==> src/rtl/fault_injector_seq.sv <==
// fault_injector_seq: scheduled, parametrised fault-injection stage on a
// WIDTH-bit data path. An accepted descriptor arms the block; after
// cfg_delay cycles it corrupts the masked bits of cfg_dur samples
// (0 = until abort) using one of four modes. Outside that window the
// data path is a transparent one-cycle register.
//
// Optional feature: define FI_COUNT_EN to add inj_count_o, a saturating
// count of completed (non-aborted) injections.
//
// Ports:
//   clk, rstn              clock, synchronous active-low reset
//   data_i / data_o        data under test / registered, possibly corrupted copy
//   cfg_valid / cfg_ready  descriptor handshake (cfg_ready combinational)
//   cfg_mask, cfg_mode     target bits, fault mode (00 SA0, 01 SA1, 10 flip, 11 alt flip)
//   cfg_delay, cfg_dur     cycles to first corrupted sample, number of corrupted samples
//   abort_i                cancel any scheduled or active fault
//   active_o, done_o       in ACTIVE / one-cycle completion pulse
//   inj_count_o            completed-injection count (FI_COUNT_EN only)
module fault_injector_seq #(
    parameter int unsigned WIDTH = 8,
    parameter int unsigned DLY_W = 16,
    parameter int unsigned DUR_W = 16,
    parameter int unsigned CNT_W = 8
) (
    input  logic             clk,
    input  logic             rstn,
    input  logic [WIDTH-1:0] data_i,
    output logic [WIDTH-1:0] data_o,
    input  logic             cfg_valid,
    output logic             cfg_ready,
    input  logic [WIDTH-1:0] cfg_mask,
    input  logic [1:0]       cfg_mode,
    input  logic [DLY_W-1:0] cfg_delay,
    input  logic [DUR_W-1:0] cfg_dur,
    input  logic             abort_i,
    output logic             active_o,
    output logic             done_o
`ifdef FI_COUNT_EN
    ,
    output logic [CNT_W-1:0] inj_count_o
`endif
);

    localparam logic [1:0] ST_IDLE   = 2'd0;
    localparam logic [1:0] ST_ARMED  = 2'd1;
    localparam logic [1:0] ST_ACTIVE = 2'd2;
    localparam logic [1:0] ST_DONE   = 2'd3;

    localparam logic [1:0] MODE_SA0  = 2'b00;
    localparam logic [1:0] MODE_SA1  = 2'b01;
    localparam logic [1:0] MODE_FLIP = 2'b10;

    logic [1:0]       state_q, state_d;
    logic [WIDTH-1:0] mask_q, mask_d;
    logic [1:0]       mode_q, mode_d;
    logic [DLY_W-1:0] dly_q, dly_d;
    logic [DUR_W-1:0] len_q, len_d;
    logic [DUR_W-1:0] dur_q, dur_d;
    logic             alt_q, alt_d;
    logic             corrupt;
    logic             done_d;
    logic [WIDTH-1:0] data_f;

    assign cfg_ready = (state_q == ST_IDLE) && !abort_i;

    // State and latched descriptor registers
    always_ff @(posedge clk) begin
        if (!rstn) begin
            state_q <= ST_IDLE;
            mask_q  <= '0;
            mode_q  <= '0;
            dly_q   <= '0;
            len_q   <= '0;
            dur_q   <= '0;
            alt_q   <= 1'b0;
        end else begin
            state_q <= state_d;
            mask_q  <= mask_d;
            mode_q  <= mode_d;
            dly_q   <= dly_d;
            len_q   <= len_d;
            dur_q   <= dur_d;
            alt_q   <= alt_d;
        end
    end

    // Next-state logic; corrupt marks an edge that registers a faulted sample
    always_comb begin
        state_d = state_q;
        mask_d  = mask_q;
        mode_d  = mode_q;
        dly_d   = dly_q;
        len_d   = len_q;
        dur_d   = dur_q;
        alt_d   = alt_q;
        corrupt = 1'b0;
        done_d  = 1'b0;

        case (state_q)
            ST_IDLE: begin
                if (cfg_valid) begin
                    state_d = ST_ARMED;
                    mask_d  = cfg_mask;
                    mode_d  = cfg_mode;
                    dly_d   = cfg_delay;
                    len_d   = cfg_dur;
                    dur_d   = '0;
                    alt_d   = 1'b0;
                end
            end
            ST_ARMED: begin
                if (dly_q == '0) begin
                    // The transition edge itself carries the first corrupted sample
                    state_d = ST_ACTIVE;
                    corrupt = 1'b1;
                    alt_d   = ~alt_q;
                    if (len_q != '0) begin
                        dur_d = DUR_W'(1);
                    end
                end else begin
                    dly_d = dly_q - DLY_W'(1);
                end
            end
            ST_ACTIVE: begin
                if ((len_q != '0) && (dur_q == len_q)) begin
                    state_d = ST_DONE;
                    done_d  = 1'b1;
                end else begin
                    corrupt = 1'b1;
                    alt_d   = ~alt_q;
                    // Permanent faults never advance the counter, so it cannot wrap
                    if (len_q != '0) begin
                        dur_d = dur_q + DUR_W'(1);
                    end
                end
            end
            default: begin
                state_d = ST_IDLE;
                mask_d  = '0;
                mode_d  = '0;
                len_d   = '0;
                dur_d   = '0;
                alt_d   = 1'b0;
            end
        endcase

        // Abort overrides everything, including a same-cycle acceptance
        if (abort_i) begin
            state_d = ST_IDLE;
            corrupt = 1'b0;
            done_d  = 1'b0;
            mask_d  = '0;
            mode_d  = '0;
            dly_d   = '0;
            len_d   = '0;
            dur_d   = '0;
            alt_d   = 1'b0;
        end
    end

    // Fault function; alt_q low means the next alternating sample is flipped
    always_comb begin
        data_f = data_i;
        if (corrupt) begin
            case (mode_q)
                MODE_SA0:  data_f = data_i & ~mask_q;
                MODE_SA1:  data_f = data_i | mask_q;
                MODE_FLIP: data_f = data_i ^ mask_q;
                default:   data_f = alt_q ? data_i : (data_i ^ mask_q);
            endcase
        end
    end

    // Registered outputs
    always_ff @(posedge clk) begin
        if (!rstn) begin
            data_o   <= '0;
            active_o <= 1'b0;
            done_o   <= 1'b0;
        end else begin
            data_o   <= data_f;
            active_o <= (state_d == ST_ACTIVE);
            done_o   <= done_d;
        end
    end

`ifdef FI_COUNT_EN
    // Saturating count of completed injections
    always_ff @(posedge clk) begin
        if (!rstn) begin
            inj_count_o <= '0;
        end else if (done_d && (inj_count_o != {CNT_W{1'b1}})) begin
            inj_count_o <= inj_count_o + CNT_W'(1);
        end
    end
`else
    logic unused_cnt_w;
    assign unused_cnt_w = |CNT_W;
`endif

endmodule

==> config.mk <==
export PLATFORM = sky130hd
export DESIGN_NAME = fault_injector_seq
export DESIGN_NICKNAME = d
export VERILOG_FILES = /design/src/rtl/fault_injector_seq.sv
export SDC_FILE = /design/constraint.sdc
export NUM_CORES = 1
export LEC_CHECK = 0
export BUFFER_PORTS_ARGS = -buffer_cell sky130_fd_sc_hd__buf_2
export CAP_MARGIN = 15
export CORE_MARGIN = 2
export CORE_UTILIZATION = 45
export DETAILED_ROUTE_END_ITERATION = 10
export GPL_ROUTABILITY_DRIVEN = 0
export PLACE_DENSITY = 0.75
export SLEW_MARGIN = 20
export SYNTH_ARGS = -nofsm -noshare
export SYNTH_HDL_FRONTEND = slang
export SYNTH_SLANG_ARGS = --single-unit
==> constraint.sdc <==
create_clock -name clk -period 2 [get_ports clk]
set_input_delay 0.3 -clock clk [delete_from_list [all_inputs] [get_ports clk]]
set_output_delay 0.3 -clock clk [all_outputs]
set_load 0.01 [all_outputs]
---- After elaboration in Yosys (flattened, before gate mapping) ----
Index checks and enable logic that the tools add are counted.
cells by class
  add/subtract/negate cells ............... 2
  eq/ne operators ......................... 12
  mux-type cells .......................... 32
  bitwise operators ....................... 8
  reductions and logical operators ........ 15
operators by type and width
  operator                 count
  $mux W16                 8
  $pmux W16 S2             2
  $pmux W16 S3             1
  $mux W8                  3
  $pmux W8 S3              1
  $add A16 B1 Y16 const B  1
  $eq A16 B16 Y1           1
  $logic_not A16 Y1        1
  $pmux W8 S2              1
  $reduce_bool A16 Y1      1
  $sub A16 B1 Y16 const B  1
  $ne A2 B2 Y1 const B     6
  $mux W2                  5
  $and A8 B8 Y8            1
  $not A8 Y8               1
  $or A8 B8 Y8             1
  $xor A8 B8 Y8            1
  $mux W1                  7
  $eq A2 B2 Y1 const B     3
  $pmux W2 S3              1
  $reduce_and A3 Y1        2
  $reduce_and A5 Y1        1
  $eq A2 B1 Y1 const B     2
  $logic_not A2 Y1         2
  other kinds (10)         15
storage, ports and cells
  register bits ........................... 71
  output and inout port bits .............. 11
  logic and storage cells ................. 79

---- Logic depth before layout (Yosys ltp) ----
  depth after elaboration ................. 6
  mapped depth ............................ 10
  gate-level depth less buffers ........... 8

---- Worst setup path before layout ----
OpenSTA, ideal clock, no wires.
  path kind ............................... reg2reg
  from .................................... register state_q[1]
  to ...................................... register dly_q[0]
  arrival ................................. 2.033 ns
  required time ........................... 1.905 ns
  slack ................................... -0.128 ns
  stages on the path, launching flop included .. 10
  buffers on the path ..................... 2
  cells stage by stage .................... dfxtp_1 > inv_1 > ha_1 > clkbuf_1 > clkinv_1 > o21a_1 > a21oi_1 > clkbuf_1 > o21ai_0 > a221oi_1
between the ends
  word-level cells in the longest chain between the ends .. 3
ends and longest elaborated chain
  element                                                              RTL line  RTL
  start, declared                                                      53        logic [1:0] state_q, state_d;
  start signal, assigned                                               77        state_q <= state_d;
  $eq A2 B1 Y1 / $logic_not A2 Y1 (equally long branches)              99        case (state_q)
  $ne A2 B2 Y1 (no line) / $reduce_bool A2 Y1 (equally long branches)  n/a
  $reduce_and A3 Y1 (no line)                                          n/a
  end signal, assigned                                                 80        dly_q <= dly_d;
  end, declared                                                        56        logic [DLY_W-1:0] dly_q, dly_d;
Parallel ways exist; a longest one is shown, timed or not.
A chain may end at the register's enable or synchronous reset.

---- Final worst setup path ----
  from .................................... register dly_q[0]
  to ...................................... register dur_q[8]
between the ends
  word-level cells in the longest chain between the ends .. 3
ends and longest elaborated chain
  element                      RTL line  RTL
  $logic_not A16 Y1            112       if (dly_q == '0) begin
  $ne A2 B2 Y1 (no line)       n/a
  $reduce_and A5 Y1 (no line)  n/a
  end signal, assigned         82        dur_q <= dur_d;
  end, declared                58        logic [DUR_W-1:0] dur_q, dur_d;
No other way between the ends.

==> out/qor.txt <==
die height = 99.9 µm
RSZ-0062 raised after global routing = true
first-pass GRT wire length = 17,500 µm
Sequential Area = 1430 µm²
fin util = 58.8%
Synth Warn # = 0
clk buf depth = 2
synthesis-stage register bit count = 71
Area Growth Syn to Fin = 28.6%
Total Routing Usage GR = 21.7%
Power Total = 3.63 mW
outcome = finished clean
CP Class = flop to flop
Net count, final = 674
IO buf count = 64
max-cap viol count = 0
sequential share of the synthesized area = 34.3%
Iteration-0 DRC Markers = 302
worst hold margin = 190 ps
H-tree Lvls = 3
switch share = 29.5%
CTS sink cnt = 71
Seq pwr share = 41.3%
Worst Path Arrival = 2260 ps
Die Wd = 99.9 µm
number of distinct library cells after synthesis = 51
worst hold stages = 3
CTS tree = yes
combinational power share = 23.2%
die area = 9990 µm²
Routed Antenna Nets = 0
Least-Margin Pin Slew = 608 ps
crit end category = flop
# diodes = 0
Mean Syn Cell Area = 8.33 µm²
worst reg2reg path depth = 8
Row Count = 35
peak supply drop = 372 µV
number of enable flip-flop cells after synthesis = 0
WL per Instance = 15.3 µm
Hold Crit Class = primary input to flop
core area = 9060 µm²
layout cells sized above 1 = 31.6%
vias in the first global route = 3,855
root buffer cell = clkbuf_8
critical path peak fanout = 5
leakage power = 2.25 nW
setup violators final = 0
CP startpoint kind = flop
Slew headroom = 59.4%
mapped cell area = 4140 µm²
Sw Pwr = 1.07 mW
Hold Fails Final Rpt = 0
hold buffers post-CTS = 0
P_int = 2.56 mW
via count = 4,025
Post-Syn Nets = 574
multi-input logic area = 2620 µm²
maximum clock frequency = 504 MHz
Final Critical Period = 1980 ps
Worst-path clk slew = 80 ps
Final Max Slew Viols = 0
cell area power density = 682 nW/µm²
cell count after synthesis = 497
clock share of power = 35.5%
final worst clock skew = 17.9 ps
Post-synth top flop = dfxtp_1
ys async rst share = 0%
number of buffers created by CTS = 9
largest net degree at the start of global routing = 32
Via-to-Cell Ratio = 5.65
initial antenna violation count = 0
period utilisation layout = 99.2%
starting density of the core = 45.7%
dpl hpwl = 7620 µm
DR DRC count = 0
total grt overflow = 0
CP required = 2270 ps
Detailed Route WL = 10,900 µm
Ports = 65
clk_lat worst skew = 360 ps
Fillers = 782
1st-pass router iterations = 5
==> repair_timing <==
| item | 4_1_cts | 5_1_grt |
|---|---|---|
| setup buffers | 0 | 2 |
| gates cloned | 0 | 1 |
| setup endpoints to repair | 11 | 34 |
| pin swaps | 1 | 16 |
| resized for setup | 4 | 33 |
==> worst paths after layout <==
check / start / end / slack (ps)
hold / removal: cfg_dur[11] / len_q[11] / 190
setup reg to reg: dly_q[0] / dur_q[8] / 20
hold reg to reg: mask_q[1] / mask_q[1] / 500
setup / recovery: dly_q[0] / dur_q[8] / 20
==> metrics by stage <==
step	instances	instance area [µm²]	setup slack [ps]	TNS [ps]
final	713	5330	16.9	0
after global routing	713	5330	-104	-847
after CTS	710	5150	-31.8	-44.6
after detailed placement	694	4910	-52.4	-150
after global placement	694	4910	21.8	0
after floorplan	497	4150	17.5	0
==> state kept, by name, summed over array words and instances (netlist names) <==
name	flops
alt_q	1
mask_q	8
state_q	2
data_o	8
dur_q	16
active_o	1
done_o	1
mode_q	2
dly_q	16
len_q	16
==> synthesized netlist by cell type (2+ instances only) <==
cell type,number,area (µm²)
and4_1,3,26.3
nor4_1,13,81.3
nand4_1,6,37.5
buf_1,4,15.0
or2_2,3,18.8
inv_1,34,128
nand2b_1,4,25.0
nand4b_1,3,26.3
a211oi_1,5,37.5
a21oi_1,34,170
o221a_2,4,45.0
nor2b_1,15,93.8
a22oi_1,35,263
mux4_2,8,180
nand3_1,8,40.0
a41oi_1,2,17.5
o31ai_1,3,22.5
a31oi_1,4,25.0
o41ai_1,3,26.3
clkbuf_1,24,90.1
and2_1,2,12.5
nor3_1,9,45.0
nor4_4,2,42.5
ha_1,23,288
o21ai_0,27,135
o2bb2ai_1,2,17.5
nand2_1,32,120
o21a_1,2,15.0
o22ai_1,4,25.0
dfxtp_1,71,1420
and3_1,2,12.5
mux2i_1,9,90.1
nor3b_1,3,22.5
mux2_2,2,22.5
xor2_1,16,140
nor2_1,61,229
==> power groups by stage <==
stage / sequential [mW] / combinational (mW) / clock [mW]
finish: 1.50 / 0.842 / 1.29
global route: 1.51 / 0.928 / 1.39
CTS: 1.49 / 0.774 / 1.31
detailed placement: 1.53 / 0.763 / 0
global placement: 1.52 / 0.734 / 0
floorplan: 1.52 / 0.477 / 0
==> cell families (layout without fill, tap and decap cells) <==
logic type / Yosys count / in the layout / share of synthesized area, %
flops: 71 / 71 / 34.3
buf+inv: 65 / 170 / 6.10
mux: 19 / 19 / 7.07
compound gates: 130 / 130 / 20.5
fa+ha+maj: 23 / 23 / 6.95
simple gates: 173 / 173 / 21.7
xor+xnor: 16 / 16 / 3.38
==> cells in the final DEF (no fill, tap or decap), types with 7 or more instances in the layout <==
master    instances
inv_1            32
nand3_1           8
mux4_2            8
nor3_1            9
xor2_1           16
nor2_1           60
o21ai_0          26
clkbuf_8          9
ha_1             20
mux2i_1           9
nor2b_1          14
nor4_2            7
dfxtp_1          65
a22oi_1          35
nand2_1          32
a21oi_1          31
buf_4            50
buf_2            64
==> per-layer routing <==
layer  GRT usage, %  share of wire [%]
met2           37.6                 50
met1           26.6                 43
met4           8.43                1.9
met5              0                  0
met3           4.32                5.1
==> critical path, cell delays in order, from the launching register on <==
cell and delay (ps):
dfxtp_2 330, inv_2 70, ha_4 110, nor4b_4 260, nand4_4 170, a211oi_2 280, a22oi_2 120, or4_1 410
o22ai_1 160
==> cell type report <==
type	count	share of cell area (%)
sequential	71	26.8
timing repair buffer	119	14.7
tap	111	2.61
clock buffer	10	2.40
clock inverter	6	1.74
inverter	35	2.49
multi-input combinational	361	49.2
No activity file was read; power rests on OpenSTA's default activity.
